===== config.mk =====
export PLATFORM = sky130hd
export DESIGN_NAME = mem_stage
export DESIGN_NICKNAME = d
export VERILOG_FILES = /design/src/rtl/mem_stage.sv
export SDC_FILE = /design/constraint.sdc
export NUM_CORES = 1
export LEC_CHECK = 0
export BUFFER_PORTS_ARGS = -buffer_cell sky130_fd_sc_hd__buf_2
export CAP_MARGIN = 30
export CORE_AREA = 2 2 152 154
export CTS_BUF_LIST = sky130_fd_sc_hd__clkbuf_8
export DETAILED_ROUTE_END_ITERATION = 7
export DIE_AREA = 0 0 154 156
export GPL_ROUTABILITY_DRIVEN = 0
export HOLD_SLACK_MARGIN = 0.03
export PLACE_DENSITY = 0.72
export REMOVE_ABC_BUFFERS = 1
export SLEW_MARGIN = 20
export SYNTH_ARGS = -nofsm -noshare
export SYNTH_HDL_FRONTEND = slang
export SYNTH_SLANG_ARGS = --single-unit

===== constraint.sdc =====
create_clock -name clk -period 11.45 [get_ports clk]
set_clock_uncertainty 0.1 [all_clocks]
set_input_delay 0.5725 -clock clk [delete_from_list [all_inputs] [get_ports clk]]
set_output_delay 0.5725 -clock clk [all_outputs]
set_load 0.02 [all_outputs]

===== src/rtl/mem_stage.sv =====
// mem_stage: LoongArch pipeline memory stage that registers one EX instruction, extracts load data,
// selects the result and forwards it to WB and to the ID bypass network.
module mem_stage #(
    parameter int EXCEPT_LEN    = 82,
    parameter int ES2MS_BUS_LEN = 76 + EXCEPT_LEN,
    parameter int MS2WS_BUS_LEN = 70 + EXCEPT_LEN
) (
    input  logic                     clk,
    input  logic                     reset,
    input  logic                     es2ms_valid,
    output logic                     ms_allowin,
    input  logic [ES2MS_BUS_LEN-1:0] es2ms_bus,
    input  logic                     ws_allowin,
    output logic                     ms2ws_valid,
    output logic [MS2WS_BUS_LEN-1:0] ms2ws_bus,
    input  logic [31:0]              data_sram_rdata,
    input  logic                     wb_ex,
    input  logic                     ertn_flush,
    output logic [37:0]              ms_rf_zip,
    output logic                     ms_csr_re,
    output logic                     ms_ex_flag
);
    logic                     ms_valid_q, ms_valid_d;
    logic [ES2MS_BUS_LEN-1:0] payload_q, payload_d;
    logic                     ms_ready_go;
    logic                     flush;
    logic [31:0]              ms_pc;
    logic                     gr_we;
    logic [4:0]               dest;
    logic [31:0]              alu_result;
    logic                     res_from_mem;
    logic                     ld_b, ld_bu, ld_h, ld_hu, ld_w;
    logic [EXCEPT_LEN-1:0]    except_zip;
    logic [31:0]              rdata_sh;
    logic [7:0]               ld_byte;
    logic [15:0]              ld_half;
    logic [31:0]              load_data;
    logic [31:0]              final_result;

    assign ms_ready_go = 1'b1;
    assign flush       = wb_ex | ertn_flush;
    assign ms_allowin  = ~ms_valid_q | (ms_ready_go & ws_allowin);
    assign ms2ws_valid = ms_valid_q & ms_ready_go;

    always_comb begin
        ms_valid_d = flush ? 1'b0 : (ms_allowin ? es2ms_valid : ms_valid_q);
        payload_d  = (es2ms_valid & ms_allowin & ~flush) ? es2ms_bus : payload_q;
    end

    always_ff @(posedge clk or posedge reset) begin
        if (reset) begin
            ms_valid_q <= 1'b0;
            payload_q  <= '0;
        end else begin
            ms_valid_q <= ms_valid_d;
            payload_q  <= payload_d;
        end
    end

    assign {ms_pc, gr_we, dest, alu_result, res_from_mem,
            ld_b, ld_bu, ld_h, ld_hu, ld_w, except_zip} = payload_q;

    // Byte lane selected by the low address bits; halfword by addr[1] only.
    always_comb begin
        rdata_sh  = data_sram_rdata >> {alu_result[1:0], 3'b000};
        ld_byte   = rdata_sh[7:0];
        ld_half   = alu_result[1] ? data_sram_rdata[31:16] : data_sram_rdata[15:0];
        load_data = ld_w  ? data_sram_rdata :
                    ld_b  ? {{24{ld_byte[7]}}, ld_byte} :
                    ld_bu ? {24'd0, ld_byte} :
                    ld_h  ? {{16{ld_half[15]}}, ld_half} :
                    ld_hu ? {16'd0, ld_half} : 32'd0;
        final_result = res_from_mem ? load_data : alu_result;
    end

    assign ms2ws_bus  = {ms_pc, gr_we, dest, final_result, except_zip};
    assign ms_rf_zip  = ms_valid_q ? {gr_we, dest, final_result} : 38'd0;
    assign ms_csr_re  = ms_valid_q & except_zip[1];
    assign ms_ex_flag = ms_valid_q & (except_zip[3] | except_zip[2]);
endmodule


==> results of run 1 <==
## registers in the layout, summed over array words and instances (netlist names)
| signal | cells |
|---|---|
| ms2ws_valid | 1 |
| payload_q | 158 |
## logic make-up after synthesis
logic type	after synthesis	synth area share [%]
AO/OA/AOI/OAI	57	4.654
buffers and inverters	158	13.99
flip-flops	159	50.69
multiplexers	174	25.09
AND/OR/NAND/NOR	92	5.579
## final cells by class
cell class	instances	area, µm²
Sequential cell	159	3979
Timing Repair Buffer	397	2059
Fill cell	2146	12750
Clock inverter	15	173.9
Clock buffer	17	234.0
Tap cell	285	356.6
Multi-Input combinational cell	323	2785
Inverter	6	27.53
## final timing paths
path,slack [ps],end,startpoint,cells past startpoint
min,170,payload_q[148]$_DFFE_PP0P_,reset,2
max in group asynchronous,9900,payload_q[144]$_DFFE_PP0P_,reset,4
max reg2reg,8750,payload_q[144]$_DFFE_PP0P_,ms2ws_valid$_DFFE_PP0P_,7
min reg2reg,410,payload_q[136]$_DFFE_PP0P_,payload_q[136]$_DFFE_PP0P_,1
max,7640,ms2ws_bus[105],payload_q[89]$_DFFE_PP0P_,5
min in group clk,250,payload_q[18]$_DFFE_PP0P_,es2ms_bus[18],2
## stage by stage
stage	hold slack, ps	cells	setup slack [ps]
finish	165.7	1202	7636
floorplan	380.1	488	5327
global route	193.1	1202	7491
global placement	384.0	1167	8033
detailed placement	386.9	1168	8148
CTS	196.8	1200	7634
## placed cells by master (no fill, tap or decap), drive strengths merged
cell type	n
a21boi	1
a21o	1
a21oi	11
a31oi	7
and2	18
buf	397
bufinv	2
clkbuf	17
clkinv	4
clkinvlp	2
dfrtp	159
inv	13
mux2	172
mux2i	1
mux4	1
nand2	9
nand2b	3
nand3	22
nor2	36
nor4	1
nor4b	1
o211ai	6
o21a	1
o21ai	3
o22ai	26
o41ai	1
or2	1
or3	1
## cell usage after synthesis (all sizes together) (3+ instances only)
cell type	number	share of area [%]
inv	5	0.24
nand2	9	0.43
nor2	36	1.7
nand2b	3	0.24
clkbuf	8	0.38
and2	18	1.4
a31oi	7	0.56
dfrtp	159	51
nand3	22	1.4
o21ai	3	0.19
o22ai	26	2.1
a21oi	11	0.84
o211ai	6	0.57
buf	144	13
mux2	172	25
## worst max-delay path: stages, from the launching register on
cell and delay (ps):
dfrtp_1 750, mux4_2 620, a21oi_4 320, and2_1 650, nor2_1 160, buf_2 200
## where the power goes
group	internal, mW	leakage [nW]	total (mW)	switching [mW]
sequential	0.673	1.88	0.741	0.0677
combinational	0.248	2.71	0.619	0.372
clock	0.201	0.205	0.437	0.235
total	1.12	4.80	1.80	0.674
## layer usage
| metal | up-vias | wire, µm | track usage, % | part of all wire [%] |
|---|---|---|---|---|
| met4 | 0 | 470 | 6.097 | 2.2 |
| met5 | - | 0 | 0 | 0 |
| met2 | 267 | 10940 | 30.66 | 51 |
| met1 | 2797 | 8393 | 20.52 | 39 |
| li1 | 2632 | - | - | - |
| met3 | 25 | 1713 | 5.333 | 8.0 |
==> flow_summary.yaml, run 1 <==
final_layout:
  nNetsFinal: 1100
  drive_above_1_share_pct: 66.09
  fin_util_pct: 42.99
  antennaDiodeCount: 0
  postLayoutCellArea_um2: 9615
  syn2layout_area_growth_pct: 22.49
floorplan:
  rows: 55
  fp.dieH_um: 156
  dieArea_um2: 24020
  core_area_um2: 22370
  start_util_pct: 35.10
  io_pins: 390
  die_w_um: 154
timing:
  slew_headroom_pct: 39.17
  fin_tns_setup_ps: 0
  period_share_pct: 33.31
  timing.fmax_ghz: 0.2622
  final-setup-viol-count: 0
  finalCriticalPeriod_ps: 3814
  drv_slew: 0
  hold_viol: 0
  worst_pin_slew_ps: 910.2
  rsz0062_at_grt: "no"
clock_tree:
  cts_sinks: 159
  clockBufferDepth: 2
  cts_tree: "done"
  htree_levels: 4
  postCtsHoldBufs: 0
  clkLatencyLatePin_ps: 430
  cts_resized: 0
  root_buffer: "clkbuf_8"
  post_cts_buffers: 0
  clkTransAtPathRegs_ps: 100
  cts-buffers-inserted: 17
worst_setup_path:
  critPathKind: "reg2out"
  cp-end-kind: "output port"
  cp_max_fo: 16
  start_kind: "flip-flop"
  worst_ep_arrival_time_ps: 3140
  required_ps: 10780
yosys:
  ys_warn_count: 0
  ys_types: 33
  ys_ff_latch: 159
  yosysSeqAreaShare_pct: 50.69
  synthesis.area_um2: 7850
  syn_area_per_cell_um2: 12.27
  synthArstFlopShare_pct: 100.0
  postSynthCellCount: 640
  yosys_most_used_dff: "dfrtp_1"
  synth_edf_count: 0
place:
  place_area_um2: 9160
  dp.final_hpwl_mm: 16.44
  io_buffers: 389
detailed_routing:
  vias_per_cell: 4.760
  ant_nets: 0
  drtPass1Iterations: 5
  vias: 5721
  drc: 0
  wl_per_cell_um: 17.90
  routed_wl_mm: 21.51
  drtIter0Drc: 243
power_and_ir_drop:
  power.density_nw_per_um2: 186.9
  p_total_mw: 1.797
  leakagePower_nw: 4.801
  ir_drop_mv: 0.08706
hold_path:
  min_path_type: "in2async"
grt:
  gr-total-overflow: 0
  grt_start_max_net_pins: 84
  antenna_found_initial: 2
  first_global_vias: 5853
  grt_pass1_wl_mm: 32.63
  grt_usage_pct: 17.55
run_status:
  status: "complete, no violations"
flow_run:
  maxCapViolations: 0
No activity file was read; power rests on OpenSTA's default activity.
==> run 2: changes to the inputs <==
--- a/config.mk
+++ b/config.mk
@@ -5,6 +5,7 @@
 export SDC_FILE = /design/constraint.sdc
 export NUM_CORES = 1
 export LEC_CHECK = 0
+export ABC_AREA = 1
 export BUFFER_PORTS_ARGS = -buffer_cell sky130_fd_sc_hd__buf_2
 export CAP_MARGIN = 30
 export CORE_AREA = 2 2 152 154
@@ -13,7 +14,7 @@
 export DIE_AREA = 0 0 154 156
 export GPL_ROUTABILITY_DRIVEN = 0
 export HOLD_SLACK_MARGIN = 0.03
-export PLACE_DENSITY = 0.72
+export PLACE_DENSITY = 0.79
 export REMOVE_ABC_BUFFERS = 1
 export SLEW_MARGIN = 20
 export SYNTH_ARGS = -nofsm -noshare
==> constraint.sdc (replaced) <==
create_clock -name clk -period 3.2 [get_ports clk]
set_clock_uncertainty 0.1 [all_clocks]
set_input_delay 0.16 -clock clk [delete_from_list [all_inputs] [get_ports clk]]
set_output_delay 0.16 -clock clk [all_outputs]
set_load 0.02 [all_outputs]
==> run 2 against run 1 <==
Final cell count increased by 32%. Sequential share of layout area decreased by 8.1 points. Via count increased by 30%. Cell area increased by 24%. Clock-buffer cell count increased by 1. First-iteration DRC count increased by 110%. Non-clock buffer count increased by 166. Worst hold slack improved by 15 ps. Total power increased to 3.8 times the previous value. Critical endpoint is now ms_rf_zip[19].
==> flow_summary.yaml, run 2 <==
worst_setup_path:
  path_cells: "clkinv_1, nand2_2, nand2_1, nand2_1, nor2_1, buf_2"
  rr_worst_depth: 6
  r2r_end: "ms2ws_valid$_DFFE_PP0P_"
  worst_ep_arrival_time_ps: 2590
  critPathKind: "reg2out"
  start_kind: "flip-flop"
  required_ps: 2940
  cp-end-kind: "output port"
  path_delay_family: "simple AND/OR/NAND/NOR gates"
  cp_max_fo: 16
  r2r-start: "ms2ws_valid$_DFFE_PP0P_"
  critical-path-slowest-cell: "dfrtp_1"
  slowest_delay_ps: 670
  path_buf_inv: 2
  r2r_setup_slack_ps: 580
  crit_top_cell: "nand2_1"
yosys:
  ys_types: 21
  yosys_most_used_dff: "dfrtp_1"
  synthesis.area_um2: 8805
  yosysSeqAreaShare_pct: 45.19
  yosysTopAreaCellShare_pct: 45.19
  syn_area_per_cell_um2: 10.17
  synth_most_common_cell: "nand2_1"
  yosys-top-cells-area: "dfrtp_1, mux2_4, buf_4"
  synth_top_area_cell: "dfrtp_1"
  synth_edf_count: 0
  synth_top_cells_by_count: "nand2_1, dfrtp_1, buf_4, mux2_4, inv_1"
  ys_ff_latch: 159
  postSynthCellCount: 866
  ys_warn_count: 0
  synthArstFlopShare_pct: 100.0
floorplan:
  fp.dieH_um: 156
  start_util_pct: 39.37
  core_area_um2: 22370
  io_pins: 390
  dieArea_um2: 24020
  rows: 55
  die_w_um: 154
detailed_routing:
  drtPass1Iterations: 5
  routed_wl_mm: 27.44
  wl_per_cell_um: 17.28
  vias_per_cell: 4.678
  drtIter0Drc: 512
  vias: 7428
  ant_nets: 0
  drc: 0
clock_tree:
  clkTransAtPathRegs_ps: 110
  clkLatencyLatePin_ps: 440
  root_buffer: "clkbuf_8"
  clockBufferDepth: 2
  cts_tree: "done"
  cts-buffers-inserted: 17
  cts_resized: 0
  cts_sinks: 159
  htree_levels: 4
  post_cts_buffers: 0
final_layout:
  largest_register_ffs: 158
  syn2layout_area_growth_pct: 35.87
  final_common_cell: "buf_2"
  drive_above_1_share_pct: 43.46
  top_register: "payload_q"
  final_cell_mix: "buf_2, nand2_1, dlygate4sd3_1"
  fin_util_pct: 53.49
  layout.cells.non_filler: 1588
  nNetsFinal: 1483
timing:
  final-setup-viol-count: 0
  slew_headroom_pct: 60.29
  fin_tns_setup_ps: 0
  setup_ws_ps: 353.9
  drv_slew: 0
  timing.fmax_ghz: 0.3514
  rsz0062_at_grt: "no"
  finalCriticalPeriod_ps: 2846
  worst_pin_slew_ps: 593.4
  hold_viol: 0
  period_share_pct: 88.94
power_and_ir_drop:
  p_total_mw: 6.887
  p_int_mw: 4.211
  p_comb_share_pct: 39.0
  clockPowerShare_pct: 22.2
  leakagePower_nw: 6.656
  ir_drop_mv: 0.3699
  p_sw_share_pct: 38.85
  netSwitchingPower_mw: 2.675
  p_seq_share_pct: 38.7
  power.density_nw_per_um2: 575.7
grt:
  gr-total-overflow: 0
  first_global_vias: 7727
  grt_pass1_wl_mm: 41.80
  grt_start_max_net_pins: 86
  antenna_found_initial: 2
  grt_usage_pct: 22.33
place:
  post-place-ws_ps: 707.3
  place_inst: 1392
  io_buffers: 389
  dp.final_hpwl_mm: 17.81
flow_run:
  maxCapViolations: 0
run_status:
  status: "complete, no violations"
hold_path:
  min_path_type: "in2async"
==> run 2: kinds of logic (layout without fill, tap and decap cells) <==
family                 after synthesis  after routing  share of synthesized area [%]
multiplexers                       125            125                          20.25
AND/OR/NAND/NOR                    261            261                          11.77
AO/OA/AOI/OAI                       81             81                          4.633
flip-flops                         159            159                          45.19
other                                0              3                              0
buffers and inverters              240            674                          18.16
==> run 2: power by group through the flow <==
stage          logic [mW]  clock network, mW  registers [mW]
2_1_floorplan        1.19                  0            3.06
3_3_place_gp         2.45                  0            2.66
3_5_place_dp         2.49                  0            2.67
4_1_cts              2.65               1.56            2.64
5_1_grt              2.87               1.66            2.71
6_report             2.69               1.53            2.67
==> run 2: repair_timing <==
action	in CTS	in global routing
hold endpoints to repair	199	0
setup endpoints to repair	0	0
hold buffers	161	0
==> run 2: area by class of cell <==
type | count | area, µm²
antenna | 3 | 7.507
clock buffer | 18 | 247.7
clock inverter | 14 | 145.1
fill | 1851 | 10400
inverter | 79 | 306.5
multi-input combinational | 467 | 3227
sequential | 159 | 3979
tap | 285 | 356.6
timing repair buffer | 563 | 3694
==> run 2: metrics by stage <==
step                      cell area (µm²)  hold slack [ps]
final                               11960            180.9
after global routing                11960            163.9
after CTS                           11960            137.9
after detailed placement             9951            87.78
after global placement               9951            83.83
after floorplan                      7507            157.3
==> run 2: worst max-delay path by stage <==
stage / from / end / slack [ps] / cells past startpoint
CTS: payload_q[82]$_DFFE_PP0P_ / ms_rf_zip[28] / 410 / 6
finish: payload_q[82]$_DFFE_PP0P_ / ms_rf_zip[19] / 350 / 6
floorplan: reset / ms2ws_valid$_DFFE_PP0P_ / -1350 / 1
global route: payload_q[82]$_DFFE_PP0P_ / ms_rf_zip[19] / 190 / 6
global placement: ms2ws_valid$_DFFE_PP0P_ / payload_q[92]$_DFFE_PP0P_ / 790 / 6
detailed placement: ms2ws_valid$_DFFE_PP0P_ / payload_q[92]$_DFFE_PP0P_ / 710 / 6
==> run 2: worst min-delay path: stages <==
cell and delay (ps):
dlygate4sd3_1 540, buf_2 150, inv_6 290
==> run 2: metal layers <==
layer / up-vias / wire [µm] / global-route usage [%]
met1: 3492 / 10490 / 25.58
met4: 0 / 993 / 10.41
li1: 3470 / - / -
met5: - / 0 / 0
met3: 73 / 2032 / 5.250
met2: 393 / 13920 / 39.59
